[config.mk]
export PLATFORM = sky130hd
export DESIGN_NAME = prime_check
export DESIGN_NICKNAME = d
export VERILOG_FILES = /design/src/rtl/prime_check.sv
export SDC_FILE = /design/constraint.sdc
export NUM_CORES = 1
export LEC_CHECK = 0
export ABC_AREA = 1
export CORE_MARGIN = 3
export CORE_UTILIZATION = 45
export DETAILED_ROUTE_END_ITERATION = 12
export PLACE_DENSITY = 0.78
export SLEW_MARGIN = 0
export SYNTH_ARGS = -nofsm -noshare
export SYNTH_HDL_FRONTEND = slang
export SYNTH_SLANG_ARGS = --single-unit
[constraint.sdc]
create_clock -name clk -period 2.8 [get_ports clk]
set_input_delay 0.56 -clock clk [delete_from_list [all_inputs] [get_ports clk]]
set_output_delay 0.56 -clock clk [all_outputs]
set_load 0.05 [all_outputs]
[src/rtl/prime_check.sv]
// Trial-division primality tester that sequences N/d divisions through an external divmod.
// Optional per-run division counter enabled by defining PRIME_CHECK_STATS_EN.
module prime_check #(
  parameter int WIDTH = 16
) (
  input  logic             clk,
  input  logic             rst,
  input  logic             go,
  input  logic [WIDTH-1:0] n,
  output logic             ready,
  output logic             is_prime,
  output logic [WIDTH-1:0] factor,
  output logic             error,
  output logic             dm_go,
  output logic [WIDTH-1:0] dm_a,
  output logic [WIDTH-1:0] dm_b,
  input  logic             dm_ready,
  input  logic             dm_error,
  input  logic [WIDTH-1:0] dm_div,
  input  logic [WIDTH-1:0] dm_mod
`ifdef PRIME_CHECK_STATS_EN
  ,
  output logic [WIDTH-1:0] div_count
`endif
);

  typedef enum logic [2:0] {
    IDLE,
    ISSUE,
    GAP,
    WAIT,
    EVAL,
    DONE
  } state_t;

  localparam logic [WIDTH-1:0] TWO = WIDTH'(2);
  localparam logic [WIDTH-1:0] ONE = WIDTH'(1);

  state_t state;

  // dm_a doubles as the latched candidate N and dm_b as the trial divisor d.
  always_ff @(posedge clk or negedge rst) begin
    if (!rst) begin
      state    <= IDLE;
      ready    <= 1'b1;
      is_prime <= 1'b0;
      factor   <= '0;
      error    <= 1'b0;
      dm_go    <= 1'b0;
      dm_a     <= '0;
      dm_b     <= '0;
    end else begin
      dm_go <= 1'b0;
      case (state)
        IDLE: begin
          if (go) begin
            dm_a     <= n;
            error    <= 1'b0;
            factor   <= '0;
            is_prime <= 1'b0;
            ready    <= 1'b0;
            if (n < TWO) begin
              state <= DONE;
            end else begin
              dm_b  <= TWO;
              dm_go <= 1'b1;
              state <= ISSUE;
            end
          end
        end
        ISSUE: state <= GAP;
        // divmod drops ready only after sampling go, so skip one cycle before watching it
        GAP:   state <= WAIT;
        WAIT: begin
          if (dm_ready) state <= EVAL;
        end
        EVAL: begin
          if (dm_error) begin
            error    <= 1'b1;
            is_prime <= 1'b0;
            factor   <= '0;
            state    <= DONE;
          end else if (dm_div < dm_b) begin
            is_prime <= 1'b1;
            factor   <= '0;
            state    <= DONE;
          end else if (dm_mod == '0) begin
            is_prime <= 1'b0;
            factor   <= dm_b;
            state    <= DONE;
          end else begin
            dm_b  <= dm_b + ONE;
            dm_go <= 1'b1;
            state <= ISSUE;
          end
        end
        DONE: begin
          ready <= 1'b1;
          state <= IDLE;
        end
        default: state <= IDLE;
      endcase
    end
  end

`ifdef PRIME_CHECK_STATS_EN
  // One ISSUE cycle per dm_go pulse, so counting ISSUE cycles counts divisions.
  always_ff @(posedge clk or negedge rst) begin
    if (!rst) begin
      div_count <= '0;
    end else if (state == IDLE && go) begin
      div_count <= '0;
    end else if (state == ISSUE) begin
      div_count <= div_count + ONE;
    end
  end
`endif

endmodule
# [Word level (Yosys, flattened, before mapping)]
# Index checks and enable logic that the tools add are counted.
[word_totals] reg_bits=55 wordCells=66 in_bits=53 output_inout_bits=52
[classes] addsub=1 eq_ne=13 reduce_logical=10 n_lt_le_gt_ge=2 muxes=32
[op_table] cell="$mux W16" count=9
[op_table] cell="$pmux W16 S2" count=2
[op_table] cell="$mux W3" count=6
[op_table] cell="$add A16 B1 Y16 const B" count=1
[op_table] cell="$logic_not A16 Y1" count=1
[op_table] cell="$lt A16 B16 Y1" count=1
[op_table] cell="$lt A16 B2 Y1 const B" count=1
[op_table] cell="$pmux W3 S5" count=1
[op_table] cell="$ne A2 B2 Y1 const B" count=7
[op_table] cell="$mux W1" count=10
[op_table] cell="$pmux W1 S2" count=4
[op_table] cell="$eq A3 B2 Y1 const B" count=2
[op_table] cell="$eq A3 B3 Y1 const B" count=2
[op_table] cell="$reduce_and A2 Y1" count=3
[op_table] cell="$reduce_and A3 Y1" count=2
[op_table] cell="$reduce_and A6 Y1" count=1
[op_table] cell="$ne A4 B4 Y1 const B" count=1
[op_table] cell="$reduce_bool A2 Y1" count=2
[op_table] cell="$eq A3 B1 Y1 const B" count=1
[op_table] cell="$logic_not A3 Y1" count=1

# [Depth between registers and ports, before layout]
[depth] ltp_word=5 depth_mapped=15 depth_no_buf=14

# [Worst setup path before layout]
# Ideal clock, no wire load.
[synth_timing] kind="register -> register" startpoint="register dm_b[13]" endpoint="register dm_b[10]" path_slack_ns=0.544 required_ns=2.682 period_less_slack_ns=2.256 stages_incl_launch_ff=12 path_buffers=1 arrival_ns=2.138 cell_sequence="dfrtp_1 inv_1 ha_1 a21oi_1 o21ai_0 nor2_4 nand2_2 nand2_4 nand2_4 buf_4 nand3_1 nand2_1"
[synth_via] elab_chain_cells=3
[synth_lines] item="start, declared" line_no="16" source="output logic [WIDTH-1:0] dm_b,"
[synth_lines] item="start signal, assigned" line_no="92" source="dm_b <= dm_b + ONE;"
[synth_lines] item="$lt A16 B16 Y1" line_no="83" source="end else if (dm_div < dm_b) begin"
[synth_lines] item="$ne A2 B2 Y1 (no source line)"
[synth_lines] item="$reduce_and A6 Y1 (no source line)"
# No other way between the ends.
# A chain may end at the register's enable or synchronous reset.

# [Worst setup path after layout]
[layout_timing] startpoint="input dm_div[13]" endpoint="register factor[11]"
[layout_via] elab_chain_cells=4 word_cells_on_any_way=6
[layout_lines] item="start, declared" line_no="19" source="input logic [WIDTH-1:0] dm_div,"
[layout_lines] item="$lt A16 B16 Y1 (*)" line_no="83"
[layout_lines] item="$mux W16" line_no="83"
[layout_lines] item="$mux W16" line_no="78" source="if (dm_error) begin"
[layout_lines] item="$pmux W16 S2" line_no="54" source="case (state)"
[layout_lines] item="end signal, assigned" line_no="89" source="factor <= dm_b;"
[layout_lines] item="end, declared" line_no="12" source="output logic [WIDTH-1:0] factor,"
# Mark *: on every way between the ends. The rest lies on a longest branch, timed or not.

==> impl_results.md <==
- Routed WL: around 8600 microns
- Leading cell type by number of instances after synthesis: nand2_1
- Worst path cell trace: clkdlybuf4s50_1 -> ha_1 -> nand4_1 -> nor3_1 -> nand2_4 -> nand2_2 -> nand3_1 -> nand2_2 -> nand2_1 -> nand2_1
- Hpwl dp: slightly below 7000 microns
- Status: completed
- H-tree depth: 2
- Setup CP Type: in2reg
- Number of global-route vias before repair: 3,077
- Sequential share of the synthesized area: 0.423
- Longest Clk Path Bufs: 2
- Largest net degree at the start of global routing: 33
- RD Place Congestion: 0.862
- Ys async rst share: 1.00
- Top cell type's share of synthesized area: 0.415
- Unrepaired setup endpoints after global routing: false
- Die X: between 90 and 100 microns
- Tightest Pin Transition: ~0.58 ns
- GRT overflow: 0
- Vias per cell: 5.18
- Main synth FF type: dfrtp_1
- Post-DRT Antenna Nets: 0
- Core footprint: approximately 6900 sq um
- First DRT Iteration DRCs: 186
- Number of distinct library cells after synthesis: 33
- Num CTS Buffers: 5
- Setup violators final: 0
- Worst-Skew Late Latency: 0.32 ns
- Via count: roughly 3,200
- WL/cell: 13.9 microns
- I/O pins: around 110
- Clock Sinks: 55
- Final core occ: 0.649
- Final period util: 0.818
- Die H: between 90 and 100 microns
- Number of synthesized flops with an enable pin: 0
- Slowest stage cell, crit path: clkdlybuf4s50_1
- WP data required: slightly above 3 ns
- Cts hold-fix bufs: 0
- Syn nets: ~490
- Synth cell count leaders: nand2_1, dfrtp_1, inv_1, nor2_1, nand3_1
- Initial Util: 0.471
- Maxcap violations: 0
- Setup bufs post-CTS: 0
- Setup slack after layout: a little over 0.5 ns
- Setup slack at placement: about 0.19 ns
- Crit end category: register
- PostCTS Resize Cnt: 0
- Max Slew Vio Count: 0
- Drt pass-1 iters: 5
- Max Clock Freq: between 400 and 500 MHz
- Slowest Stage Delay on Critical Path: 0.42 ns
- Initial antenna violation count: 0
- Arr. time, crit path: roughly 2.6 ns
- Share of cells above drive strength 1: 0.0627
- Area leader, netlist: dfrtp_1
- Mean Syn Cell Area: between 7 and 8 sq um
- Slew margin rel.: 0.616
- Worst hold slack: roughly 0.23 ns
- Total negative slack: 0 ns
- Ant diodes: 0
- Post-Synthesis Cells: between 400 and 500
- Placed cell count: between 600 and 700
- Worst hold path type: in2async
- Static leakage: approximately 2.1 nW
- CP max FO: 17
- CTS tree: done
- Area growth from synthesis to layout: 37.6%
- Die Area: approximately 8300 sq um
- Yosys reg bits: 55
- CTS root buf: clkbuf_8
- First-pass GRT wire length: approximately 15,000 microns
- Number of nets in the layout: approximately 600
- YS warnings: 0
- GRT Total Usage: 0.217
- Reg clk slew, reported paths: roughly 0.1 ns
- Top cells by area, synth: dfrtp_1, nand2_1, ha_1
- Post-route insts no fill: 622
- I/O Buffers: 104
- Pwr/cell area: between 600 and 700 nW/um^2
- Number of remaining DRC errors: 0
- Worst VDD drop: roughly 0.33 mV
- CP startpoint kind: primary input
- Fin. Hold Viols: 0
- Min Clock Period, post-route: roughly 2.3 ns
- Clock Skews: around 0.012 ns
- Synth Cell Area: 3260 sq um
- # rows: 30
==> flip-flops by register name, summed over array words and instances, names as in the netlist <==
register  cells
factor       16
dm_go         1
ready         1
is_prime      1
dm_b         16
dm_a         16
error         1
state         3
==> critical path, delay by kind of cell <==
kind	cells	cell delay (ns)
and+or+nand+nor	8	1.24
adders and majority gates	1	0.31
buffers and inverters	1	0.42
==> final cells by class <==
cell class / count / area (sq um)
clock inverters: 3 / 26.3
fillers: 633 / 2430
inverters: 42 / 165
multi-input cells: 313 / 1640
well taps: 96 / 120
clock buffers: 5 / 68.8
flip-flops and latches: 55 / 1380
repair buffers: 108 / 1080
==> cell usage in the layout, fill, tap and decap left out, types with 11 or more instances in the layout <==
cell type        instances
a21oi_1                 24
clkdlybuf4s50_1        103
dfrtp_1                 54
ha_1                    16
inv_1                   36
nand2_1                135
nand3_1                 28
nand4_1                 22
nor2_1                  33
nor3_1                  11
o21ai_0                 12
xor2_1                  11
==> path summary, 6_finish.rpt <==
path	startpoint	slack [ns]	cells after the start	end
max	dm_div[13]	0.51	10	factor[11]
min	rst	0.23	1	dm_go
max in group asynchronous	rst	2.01	2	factor[5]
min in group clk	error	0.48	2	error
max reg2reg	dm_b[9]	0.55	12	dm_b[5]
min reg2reg	error	0.48	2	error
==> cells by family (layout without fill, tap and decap cells) <==
logic type | count (synthesis) | count (layout) | synth area share
adder cells (fa/ha/maj) | 16 | 16 | 0.0615
buffers and inverters | 54 | 158 | 0.0719
AND/OR/NAND/NOR | 245 | 245 | 0.346
AO/OA/AOI/OAI | 41 | 41 | 0.0676
flip-flops | 55 | 55 | 0.423
XOR/XNOR | 11 | 11 | 0.0296
==> stage by stage <==
step | instance area, sq um | power, mW
3_3_place_gp | 4390 | 2.53
4_1_cts | 4480 | 3.03
3_5_place_dp | 4390 | 2.56
2_1_floorplan | 3260 | 2.07
6_report | 4480 | 3.00
5_1_grt | 4480 | 3.19
==> power by group <==
| group | total (mW) | internal (mW) | switching (mW) |
|---|---|---|---|
| Sequential | 1.06 | 0.956 | 0.106 |
| Combinational | 1.47 | 0.464 | 1.01 |
| Clock | 0.466 | 0.185 | 0.282 |
==> per-layer routing <==
metal  vias to the layer above  track usage  wire, microns
li1                       1587            -              -
met1                      1497        0.288           3690
met2                       125        0.368           4170
met3                        13       0.0373            596
met4                         0       0.0565            171
met5                         -            0              0
(Power assumes the default switching activity.)
